### src/rtl/a51_pkg.sv
// Shared constants, state encoding and key/frame bit ordering for the A5/1 keystream controller.
package a51_pkg;

  localparam int KEY_BITS   = 64;
  localparam int FRAME_BITS = 22;
  localparam int MIX_CYCLES = 100;
  localparam int KS_BITS    = 228;
  localparam int LOAD_BITS  = KEY_BITS + FRAME_BITS;
  localparam int CNT_W      = $clog2(KS_BITS);

  typedef enum logic [2:0] {
    IDLE,
    CLEAR,
    LOAD_KEY,
    LOAD_FRAME,
    MIX,
    RUN
  } a51_state_t;

  // The key word carries key byte 0 in its top byte [63:56]; bytes are fed in
  // order 0..7 and each byte LSB first, so load bit i is byte i/8, bit i%8.
  function automatic logic [KEY_BITS-1:0] keyLoadOrder(input logic [KEY_BITS-1:0] key);
    logic [KEY_BITS-1:0] ordered;
    ordered = '0;
    for (int i = 0; i < KEY_BITS; i++) begin
      ordered[i] = key[8*(KEY_BITS/8 - 1 - i/8) + (i % 8)];
    end
    return ordered;
  endfunction

  // Frame number is fed plainly LSB first, after all key bits.
  function automatic logic [LOAD_BITS-1:0] loadWord(input logic [KEY_BITS-1:0] key,
                                                     input logic [FRAME_BITS-1:0] frame);
    return {frame, keyLoadOrder(key)};
  endfunction

endpackage

### src/rtl/a51_if.sv
// Session, keystream and cipher-core signals of the A5/1 keystream controller.
// The master side is the environment (front end, consumer, core); the slave side is the controller.
interface a51_if;
  import a51_pkg::*;

  logic                  start;
  logic [KEY_BITS-1:0]   key;
  logic [FRAME_BITS-1:0] frame;
  logic                  abort;
  logic                  ready;
  logic                  busy;
  logic                  ks_valid;
  logic                  ks_ready;
  logic                  ks_bit;
  logic                  ks_dir;
  logic                  ks_last;
  logic                  done;
  logic                  core_clr;
  logic                  core_step;
  logic                  core_force;
  logic                  core_din;
  logic                  core_ks_bit;

  modport master (
    output start, key, frame, abort, ks_ready, core_ks_bit,
    input  ready, busy, ks_valid, ks_bit, ks_dir, ks_last, done,
           core_clr, core_step, core_force, core_din
  );

  modport slave (
    input  start, key, frame, abort, ks_ready, core_ks_bit,
    output ready, busy, ks_valid, ks_bit, ks_dir, ks_last, done,
           core_clr, core_step, core_force, core_din
  );

endinterface

### src/rtl/a51_load_shifter.sv
// Holds the latched key and frame bits and presents them one per load step, LSB first.
module a51_load_shifter
  import a51_pkg::*;
(
  input  logic                 clock,
  input  logic                 reset,
  input  logic                 load_i,
  input  logic                 shift_i,
  input  logic [LOAD_BITS-1:0] data_i,
  output logic                 bit_o
);

  logic [LOAD_BITS-1:0] shift_q;
  logic [LOAD_BITS-1:0] shift_d;

  // Parallel load on session accept takes priority; otherwise shift down once per load step.
  always_comb begin
    shift_d = shift_q;
    if (load_i) begin
      shift_d = data_i;
    end else if (shift_i) begin
      shift_d = {1'b0, shift_q[LOAD_BITS-1:1]};
    end
  end

  // Shadow register, cleared by reset.
  always_ff @(posedge clock) begin
    if (reset) begin
      shift_q <= '0;
    end else begin
      shift_q <= shift_d;
    end
  end

  assign bit_o = shift_q[0];

endmodule

### src/rtl/a51_keystream_ctrl.sv
// Session sequencer for one bit-serial A5/1 core: clear, key load, frame load,
// discarded mixing, then the downlink/uplink keystream on a valid/ready stream.
module a51_keystream_ctrl
  import a51_pkg::*;
(
  input logic clock,
  input logic reset,
  a51_if.slave bus
);

  a51_state_t       state_q, state_d;
  logic [CNT_W-1:0] count_q, count_d;
  logic             done_q, done_d;

  logic                 accept;
  logic                 inRun;
  logic                 loadStep;
  logic                 xfer;
  logic                 shiftBit;
  logic [LOAD_BITS-1:0] sessionWord;

  assign accept      = (state_q == IDLE) && bus.start && !bus.abort;
  assign inRun       = (state_q == RUN);
  assign loadStep    = (state_q == LOAD_KEY) || (state_q == LOAD_FRAME);
  assign xfer        = inRun && bus.ks_ready && !bus.abort;
  assign sessionWord = loadWord(bus.key, bus.frame);

  a51_load_shifter u_shifter (
    .clock   (clock),
    .reset   (reset),
    .load_i  (accept),
    .shift_i (loadStep),
    .data_i  (sessionWord),
    .bit_o   (shiftBit)
  );

  // Phase sequencing with a single shared counter: load/mix phases count down to 0,
  // RUN counts transferred bits up to KS_BITS-1; every state entry reloads it.
  always_comb begin
    state_d = state_q;
    count_d = count_q;
    done_d  = 1'b0;
    if (bus.abort && (state_q != IDLE)) begin
      state_d = IDLE;
      count_d = '0;
    end else begin
      case (state_q)
        IDLE: begin
          if (accept) begin
            state_d = CLEAR;
            count_d = '0;
          end
        end
        CLEAR: begin
          state_d = LOAD_KEY;
          count_d = CNT_W'(KEY_BITS - 1);
        end
        LOAD_KEY: begin
          if (count_q == '0) begin
            state_d = LOAD_FRAME;
            count_d = CNT_W'(FRAME_BITS - 1);
          end else begin
            count_d = count_q - CNT_W'(1);
          end
        end
        LOAD_FRAME: begin
          if (count_q == '0) begin
            state_d = MIX;
            count_d = CNT_W'(MIX_CYCLES - 1);
          end else begin
            count_d = count_q - CNT_W'(1);
          end
        end
        MIX: begin
          if (count_q == '0) begin
            state_d = RUN;
            count_d = '0;
          end else begin
            count_d = count_q - CNT_W'(1);
          end
        end
        RUN: begin
          if (xfer) begin
            if (count_q == CNT_W'(KS_BITS - 1)) begin
              state_d = IDLE;
              count_d = '0;
              done_d  = 1'b1;
            end else begin
              count_d = count_q + CNT_W'(1);
            end
          end
        end
        default: begin
          state_d = IDLE;
          count_d = '0;
        end
      endcase
    end
  end

  // Stream and core-control outputs; the keystream fields are held at 0 outside RUN.
  always_comb begin
    bus.ready      = (state_q == IDLE);
    bus.busy       = (state_q != IDLE);
    bus.ks_valid   = inRun && !bus.abort;
    bus.ks_bit     = inRun && bus.core_ks_bit;
    bus.ks_dir     = inRun && (count_q >= CNT_W'(KS_BITS / 2));
    bus.ks_last    = inRun && (count_q == CNT_W'(KS_BITS - 1));
    bus.done       = done_q;
    bus.core_clr   = (state_q == CLEAR);
    bus.core_step  = loadStep || (state_q == MIX) || (inRun && bus.ks_ready);
    bus.core_force = loadStep;
    bus.core_din   = loadStep && shiftBit;
  end

  // State, counter and done pulse registers with synchronous reset.
  always_ff @(posedge clock) begin
    if (reset) begin
      state_q <= IDLE;
      count_q <= '0;
      done_q  <= 1'b0;
    end else begin
      state_q <= state_d;
      count_q <= count_d;
      done_q  <= done_d;
    end
  end

endmodule
### src/flat_wrapper.sv
// flat-port wrapper written by rule: the top's interface ports become plain ports
module a51_keystream_ctrl_flat import a51_pkg::*;
  (clock, reset, bus_start, bus_key, bus_frame, bus_abort, bus_ks_ready, bus_core_ks_bit, bus_ready, bus_busy, bus_ks_valid, bus_ks_bit, bus_ks_dir, bus_ks_last, bus_done, bus_core_clr, bus_core_step, bus_core_force, bus_core_din);
  a51_if bus_i ();
  input logic clock;
  input logic reset;
  input wire logic [$bits(bus_i.start)-1:0] bus_start;
  input wire logic [$bits(bus_i.key)-1:0] bus_key;
  input wire logic [$bits(bus_i.frame)-1:0] bus_frame;
  input wire logic [$bits(bus_i.abort)-1:0] bus_abort;
  input wire logic [$bits(bus_i.ks_ready)-1:0] bus_ks_ready;
  input wire logic [$bits(bus_i.core_ks_bit)-1:0] bus_core_ks_bit;
  output wire logic [$bits(bus_i.ready)-1:0] bus_ready;
  output wire logic [$bits(bus_i.busy)-1:0] bus_busy;
  output wire logic [$bits(bus_i.ks_valid)-1:0] bus_ks_valid;
  output wire logic [$bits(bus_i.ks_bit)-1:0] bus_ks_bit;
  output wire logic [$bits(bus_i.ks_dir)-1:0] bus_ks_dir;
  output wire logic [$bits(bus_i.ks_last)-1:0] bus_ks_last;
  output wire logic [$bits(bus_i.done)-1:0] bus_done;
  output wire logic [$bits(bus_i.core_clr)-1:0] bus_core_clr;
  output wire logic [$bits(bus_i.core_step)-1:0] bus_core_step;
  output wire logic [$bits(bus_i.core_force)-1:0] bus_core_force;
  output wire logic [$bits(bus_i.core_din)-1:0] bus_core_din;
  assign bus_i.start = bus_start;
  assign bus_i.key = bus_key;
  assign bus_i.frame = bus_frame;
  assign bus_i.abort = bus_abort;
  assign bus_i.ks_ready = bus_ks_ready;
  assign bus_i.core_ks_bit = bus_core_ks_bit;
  assign bus_ready = bus_i.ready;
  assign bus_busy = bus_i.busy;
  assign bus_ks_valid = bus_i.ks_valid;
  assign bus_ks_bit = bus_i.ks_bit;
  assign bus_ks_dir = bus_i.ks_dir;
  assign bus_ks_last = bus_i.ks_last;
  assign bus_done = bus_i.done;
  assign bus_core_clr = bus_i.core_clr;
  assign bus_core_step = bus_i.core_step;
  assign bus_core_force = bus_i.core_force;
  assign bus_core_din = bus_i.core_din;
  a51_keystream_ctrl u_core (.clock(clock), .reset(reset), .bus(bus_i));
endmodule
### config.mk
export PLATFORM = sky130hd
export DESIGN_NAME = a51_keystream_ctrl_flat
export DESIGN_NICKNAME = d
export VERILOG_FILES = /design/src/rtl/a51_pkg.sv /design/src/rtl/a51_if.sv /design/src/rtl/a51_load_shifter.sv /design/src/rtl/a51_keystream_ctrl.sv /design/src/flat_wrapper.sv
export SDC_FILE = /design/constraint.sdc
export NUM_CORES = 1
export LEC_CHECK = 0
export CAP_MARGIN = 20
export CORE_MARGIN = 5
export CORE_UTILIZATION = 30
export DETAILED_ROUTE_END_ITERATION = 8
export GPL_TIMING_DRIVEN = 0
export SLEW_MARGIN = 20
export SYNTH_ARGS = -nofsm -noshare
export SYNTH_HDL_FRONTEND = slang
export SYNTH_SLANG_ARGS = --single-unit
### constraint.sdc
create_clock -name clock -period 3.1 [get_ports clock]
set_clock_uncertainty 0.05 [all_clocks]
set_input_delay 0.62 -clock clock [delete_from_list [all_inputs] [get_ports clock]]
set_output_delay 0.62 -clock clock [all_outputs]
set_load 0.02 [all_outputs]
==> results_dict.tcl, run 1 <==
set metrics [dict create \
    first_pass_iters 6 \
    yosys_warnings 0 \
    grt_overflow 0 \
    synthDistinctLibCells 54 \
    gp_congestion 0.8647 \
    cts.path.max_buffers 2 \
    combPwrFrac_pct 42.3 \
    outcome "finished, final reports clean" \
    yosys.area_share.simple_pct 27.15 \
    min_period_ns 2.957 \
    final_hold_viol_count 0 \
    ant_nets 0 \
    cp_max_fo 7 \
    diodes 0 \
    leakage_nw 2.225 \
    synth_seq_cells 98 \
    postCtsSetupBuffers 0 \
    synth_compound_area_share_pct 23.29 \
    rsz0062_at_grt "no" \
    clock_latency_ns 0.36 \
    num_io_pins 103 \
    clock-root-buffer "clkbuf_16" \
    core_um2 15940 \
    row_count 46 \
    numCtsBuffers 9 \
    nets 849 \
    worstReg2RegStart "u_core.count_q[0]" \
    worst_setup_path_end_kind "output pin" \
    fin_tns_setup_ns 0 \
    cts_tree "built" \
    clock_power_share_pct 22.3 \
    synth-async-reset-ratio_pct 0 \
    area_growth_pct 31.92 \
    synth_edf_count 0 \
    io_buffer_count 101 \
    p_total_mw 4.925 \
    route.detailed.drc 0 \
    drtIter0Drc 436 \
    fmax_mhz 338.2 \
    synthCells 643 \
    worstRegToRegCells 7 \
    sw_frac_of_total_pct 40.38 \
    crit_start "u_core.count_q[3]" \
    initial_core_util_pct 30.73 \
    viasPerCell 5.048 \
    place_area_um2 6181 \
    yosys.area_share.adder_pct 1.021 \
    hold_class "register to register" \
    critPathArrivalTime_ns 2.29 \
    endpoint "bus_ks_last" \
    setup_ws_ns 0.1431 \
    r2r-end "u_core.count_q[2]" \
    hold_buffers 0 \
    drive_above_1_share_pct 7.256 \
    clock-sinks 98 \
    syn_area_per_cell_um2 7.620 \
    cts_resized 1 \
    tightest_slew_ns 0.8542 \
    path_clk_slew_ns 0.07 \
    grt_max_degree 20 \
    dp_slack_ns 0.07318 \
    die_w_um 137.8 \
    num_vias 4917 \
    setup_violations 0 \
    htree_num_levels 3 \
    synth_xor_xnor_area_share_pct 1.251 \
    power_frac_seq_pct 35.4 \
    grt_pass1_vias 4644 \
    cp.required_ns 2.43 \
    dieArea_um2 18990 \
    fin_crit_sh_pct 95.39 \
    wirelength_mm 14.54 \
    antenna_found_initial 0 \
    grt.total_usage_pct 15.29 \
    synth_area_um2 4900 \
    relSlewSlack_pct 42.93 \
    grt_pass1_wl_mm 23.38 \
    synth_top_family_by_area "simple AND/OR/NAND/NOR gates" \
    synth_seq_area_share_pct 40.04 \
    worstSetupStartpointType "register" \
    wire_per_inst_um 14.93 \
    switchingPower_mw 1.989 \
    synth_mux_area_share_pct 0.2043 \
    fp.dieH_um 137.8 \
    p_int_mw 2.936 \
    ir_drop_uv 331.7 \
    cap_violations 0 \
    drv_slew 0 \
    p_per_area_nw_per_um2 762.0 \
    r2r_slack_ns 0.91 \
    syn_nets 739 \
    worstSetupPathType "register to output pin" \
    place_hpwl_mm 10.39 \
    synth-main-ff-cell "dfxtp_1" \
    final_area_um2 6464 \
]
## metal layers
metal	share of wire, %	vias up	global-route usage (%)	wire (µm)
li1	-	2486	-	-
met5	0	-	0	0
met4	1.5	0	4.501	221
met1	48	2264	21.95	6958
met3	6.9	15	4.018	1006
met2	44	152	22.40	6351
## synth_stat cells (all sizes together) (3+ instances only)
cell type / number / area, µm²
nor4: 4 / 40.04
nor2: 100 / 375.4
nand2: 186 / 705.7
a211oi: 4 / 30.03
inv: 8 / 30.03
xnor2: 5 / 43.79
nor3: 7 / 45.04
a311oi: 85 / 744.5
nand2b: 3 / 18.77
nor3b: 3 / 22.52
o21ai: 13 / 68.81
a31oi: 3 / 18.77
nand3: 9 / 45.04
ha: 4 / 50.05
o22ai: 3 / 18.77
a21oi: 14 / 70.07
and2: 3 / 18.77
dfxtp: 98 / 1962
a21o: 4 / 30.03
buf: 25 / 191.4
clkbuf: 33 / 123.9
## cell families (layout without fill, tap and decap cells)
logic type | count (synthesis) | count (layout)
flops | 98 | 98
simple gates | 324 | 324
fa+ha+maj | 4 | 4
mux | 1 | 1
buf+inv | 66 | 181
compound gates | 143 | 143
xor+xnor | 7 | 7
## state kept, by name, summed over array words and instances, names as in the netlist
| register | cells |
|---|---|
| u_core.count_q | 8 |
| u_core.state_q | 3 |
| u_core.bus.done | 1 |
| u_core.u_shifter.shift_q | 86 |
## per-stage QoR
step	std cells	hold slack [ns]	utilization, %
floorplan	643	0.3892	-
global placement	960	0.4034	38.77
detailed placement	960	0.4094	38.77
CTS	974	0.4202	40.53
global route	974	0.4479	40.54
finish	974	0.4157	40.54
## power by group through the flow
stage / Clock, mW / Sequential (mW) / Combinational (mW)
after floorplan: 0 / 1.72 / 1.49
after global placement: 0 / 1.76 / 2.09
after detailed placement: 0 / 1.76 / 2.08
after CTS: 1.13 / 1.74 / 2.09
after global routing: 1.19 / 1.78 / 2.33
final: 1.10 / 1.74 / 2.08
## worst max-delay path: stages (launching register included)
cell	delay (ns)
dfxtp_1	0.31
buf_2	0.17
or3_1	0.41
or2_2	0.35
nor2_1	0.09
clkdlybuf4s50_1	0.61
## layout make-up
cell class / instances / area (µm²)
repair buffers: 101 / 1011
fillers: 1658 / 9479
clock buffers: 9 / 225.2
plain buffers: 56 / 310.3
clock inverters: 7 / 60.06
flip-flops and latches: 98 / 1964
well taps: 216 / 270.3
multi-input cells: 479 / 2592
inverters: 8 / 30.03
## placed cells by master, fill, tap and decap left out, drive strengths merged, types with 2 or more instances in the layout
master         instances
or3                    2
o22ai                  3
clkinvlp               2
xor2                   2
clkdlybuf4s50        101
dfxtp                 98
nor4                   4
a21oi                 14
clkbuf                41
and2                   3
xnor2                  5
o21ai                 13
a21o                   4
nand2b                 3
buf                   24
o311a                  2
a311oi                85
a211oi                 4
nand2                186
inv                   11
nor2b                  2
nor3                   7
a31oi                  3
a31o                   2
nand3                  9
or2                    2
nor3b                  3
ha                     4
nor2                 100
clkinv                 2
## how the worst min path moves through the flow
stage                                 startpoint                      endpoint  slack, ns  depth (start not counted)
detailed placement   u_core.u_shifter.shift_q[0]   u_core.u_shifter.shift_q[0]       0.41                          2
global route        u_core.u_shifter.shift_q[11]  u_core.u_shifter.shift_q[10]       0.45                          2
finish               u_core.u_shifter.shift_q[0]   u_core.u_shifter.shift_q[0]       0.42                          2
CTS                  u_core.u_shifter.shift_q[0]   u_core.u_shifter.shift_q[0]       0.42                          2
floorplan            u_core.u_shifter.shift_q[0]   u_core.u_shifter.shift_q[0]       0.39                          2
global placement     u_core.u_shifter.shift_q[0]   u_core.u_shifter.shift_q[0]       0.40                          2
Power figures use the tool's default switching activity.
==> inputs of run 2 (changes only) <==
- PLACE_DENSITY: default -> 0.59
==> results_dict.tcl, run 2 (synthesized netlist as in run 1, its figures left out) <==
set metrics [dict create \
    grt_max_degree 20 \
    cts_resized 1 \
    core_um2 15940 \
    hold_class "register to register" \
    cts.path.max_buffers 2 \
    grt_pass1_wl_mm 23.27 \
    cpMaxStageDelayCell "clkdlybuf4s50_1" \
    num_io_pins 103 \
    final_hold_viol_count 0 \
    clock-root-buffer "clkbuf_16" \
    drive_above_1_share_pct 7.001 \
    postCtsSetupBuffers 0 \
    cap_violations 0 \
    viasPerCell 5.034 \
    hold_slack_ns 0.4184 \
    min_period_ns 2.962 \
    area_growth_pct 32.23 \
    wire_per_inst_um 15.00 \
    hold_buffers 0 \
    nets 849 \
    first_pass_iters 4 \
    worstReg2RegStart "u_core.count_q[0]" \
    fin_tns_setup_ns 0 \
    leakage_nw 2.230 \
    min_to "u_core.u_shifter.shift_q[0]" \
    setup_violations 0 \
    final_cell_mix "nand2_1, clkdlybuf4s50_1, nor2_1, dfxtp_1, a311oi_1" \
    final_area_um2 6479 \
    drtIter0Drc 373 \
    worstSetupStartpointType "register" \
    path_clk_slew_ns 0.07 \
    ir_drop_uv 279.6 \
    die_w_um 137.8 \
    gp_congestion 0.8425 \
    worstRegToRegCells 7 \
    outcome "finished, final reports clean" \
    grt.total_usage_pct 15.29 \
    tightest_slew_ns 0.8221 \
    grt_pass1_vias 4537 \
    worstSetupPathType "register to output pin" \
    initial_core_util_pct 30.73 \
    ant_nets 0 \
    clock-sinks 98 \
    numCtsBuffers 9 \
    num_vias 4898 \
    grt_overflow 0 \
    p_per_area_nw_per_um2 768.9 \
    dieArea_um2 18990 \
    fin_crit_sh_pct 95.54 \
    fp.dieH_um 137.8 \
    hp-start "u_core.u_shifter.shift_q[0]" \
    wirelength_mm 14.60 \
    holdPathStages 2 \
    antenna_found_initial 0 \
    regMostFlops "u_core.u_shifter.shift_q" \
    htree_num_levels 3 \
    layout_commonest_cell "nand2_1" \
    row_count 46 \
    crit_chain "ha_1 > nand4_1 > or2_2 > nor2_1 > clkdlybuf4s50_1" \
    final_util_pct 40.64 \
    cp_max_fo 8 \
    reg_top3 "u_core.u_shifter.shift_q: 86 flops, u_core.count_q: 8 flops, u_core.state_q: 3 flops" \
    diodes 0 \
    io_buffer_count 101 \
    rsz0062_at_grt "no" \
    r2r-end "u_core.count_q[2]" \
    place_hpwl_mm 10.29 \
    largest_reg_flops 86 \
    relSlewSlack_pct 45.07 \
    drv_slew 0 \
    worst_setup_path_end_kind "output pin" \
    r2r_slack_ns 0.91 \
    clock_latency_ns 0.35 \
    p_total_mw 4.981 \
    cts_tree "built" \
    cp.required_ns 2.43 \
    slowest_delay_ns 0.61 \
    place_area_um2 6181 \
    fmax_mhz 337.6 \
    route.detailed.drc 0 \
    nFillCells 1663 \
    critPathArrivalTime_ns 2.29 \
]
==> run 2: cell count changes in the layout (fill, tap and decap cells not counted), sizes merged <==
cell,before,now
clkbuf,41,42
inv,11,9
bufinv,0,1
clkinv,2,1
==> run 2: cell type report <==
class / instances / area, µm² / share of cell area, %
plain buffers: 56 / 310.3 / 4.790
clock buffers: 10 / 239.0 / 3.689
clock inverters: 5 / 62.56 / 0.9656
inverters: 8 / 30.03 / 0.4635
multi-input cells: 479 / 2592 / 40.02
flip-flops and latches: 98 / 1963 / 30.30
well taps: 216 / 270.3 / 4.171
repair buffers: 101 / 1011 / 15.60
==> run 2: metrics by stage <==
step | worst slack [ns] | std cells
2_1_floorplan | 0.9095 | 643
3_3_place_gp | 0.07121 | 960
3_5_place_dp | 0.05740 | 960
4_1_cts | 0.06018 | 973
5_1_grt | 0.03013 | 973
6_report | 0.1382 | 973
==> run 2: power by group <==
group	total [mW]	internal (mW)	switching [mW]
logic	2.09	0.804	1.28
clock network	1.15	0.648	0.503
registers	1.74	1.57	0.168
==> run 2: routing by layer <==
metal	vias to the layer above	track usage (%)	wire length [µm]
met5	-	0	0
met4	0	4.061	148
met3	12	3.798	1026
met2	171	22.56	6425
met1	2229	22.13	6995
li1	2486	-	-
==> run 2: how the worst max path moves through the flow <==
stage	from	to	slack, ns	cells past startpoint
5_1_grt	u_core.state_q[1]	bus_core_din	0.03	6
4_1_cts	u_core.count_q[1]	bus_ks_last	0.06	5
2_1_floorplan	u_core.state_q[1]	bus_core_din	0.91	6
6_report	u_core.count_q[0]	bus_ks_last	0.14	5
3_5_place_dp	u_core.state_q[1]	bus_core_din	0.06	7
3_3_place_gp	u_core.state_q[1]	bus_core_din	0.07	7
==> run 2: critical path: cells and delay by family (launching register included) <==
kind | cells | cell delay, ns
buf+inv | 1 | 0.61
flops | 1 | 0.48
fa+ha+maj | 1 | 0.30
simple gates | 3 | 0.55
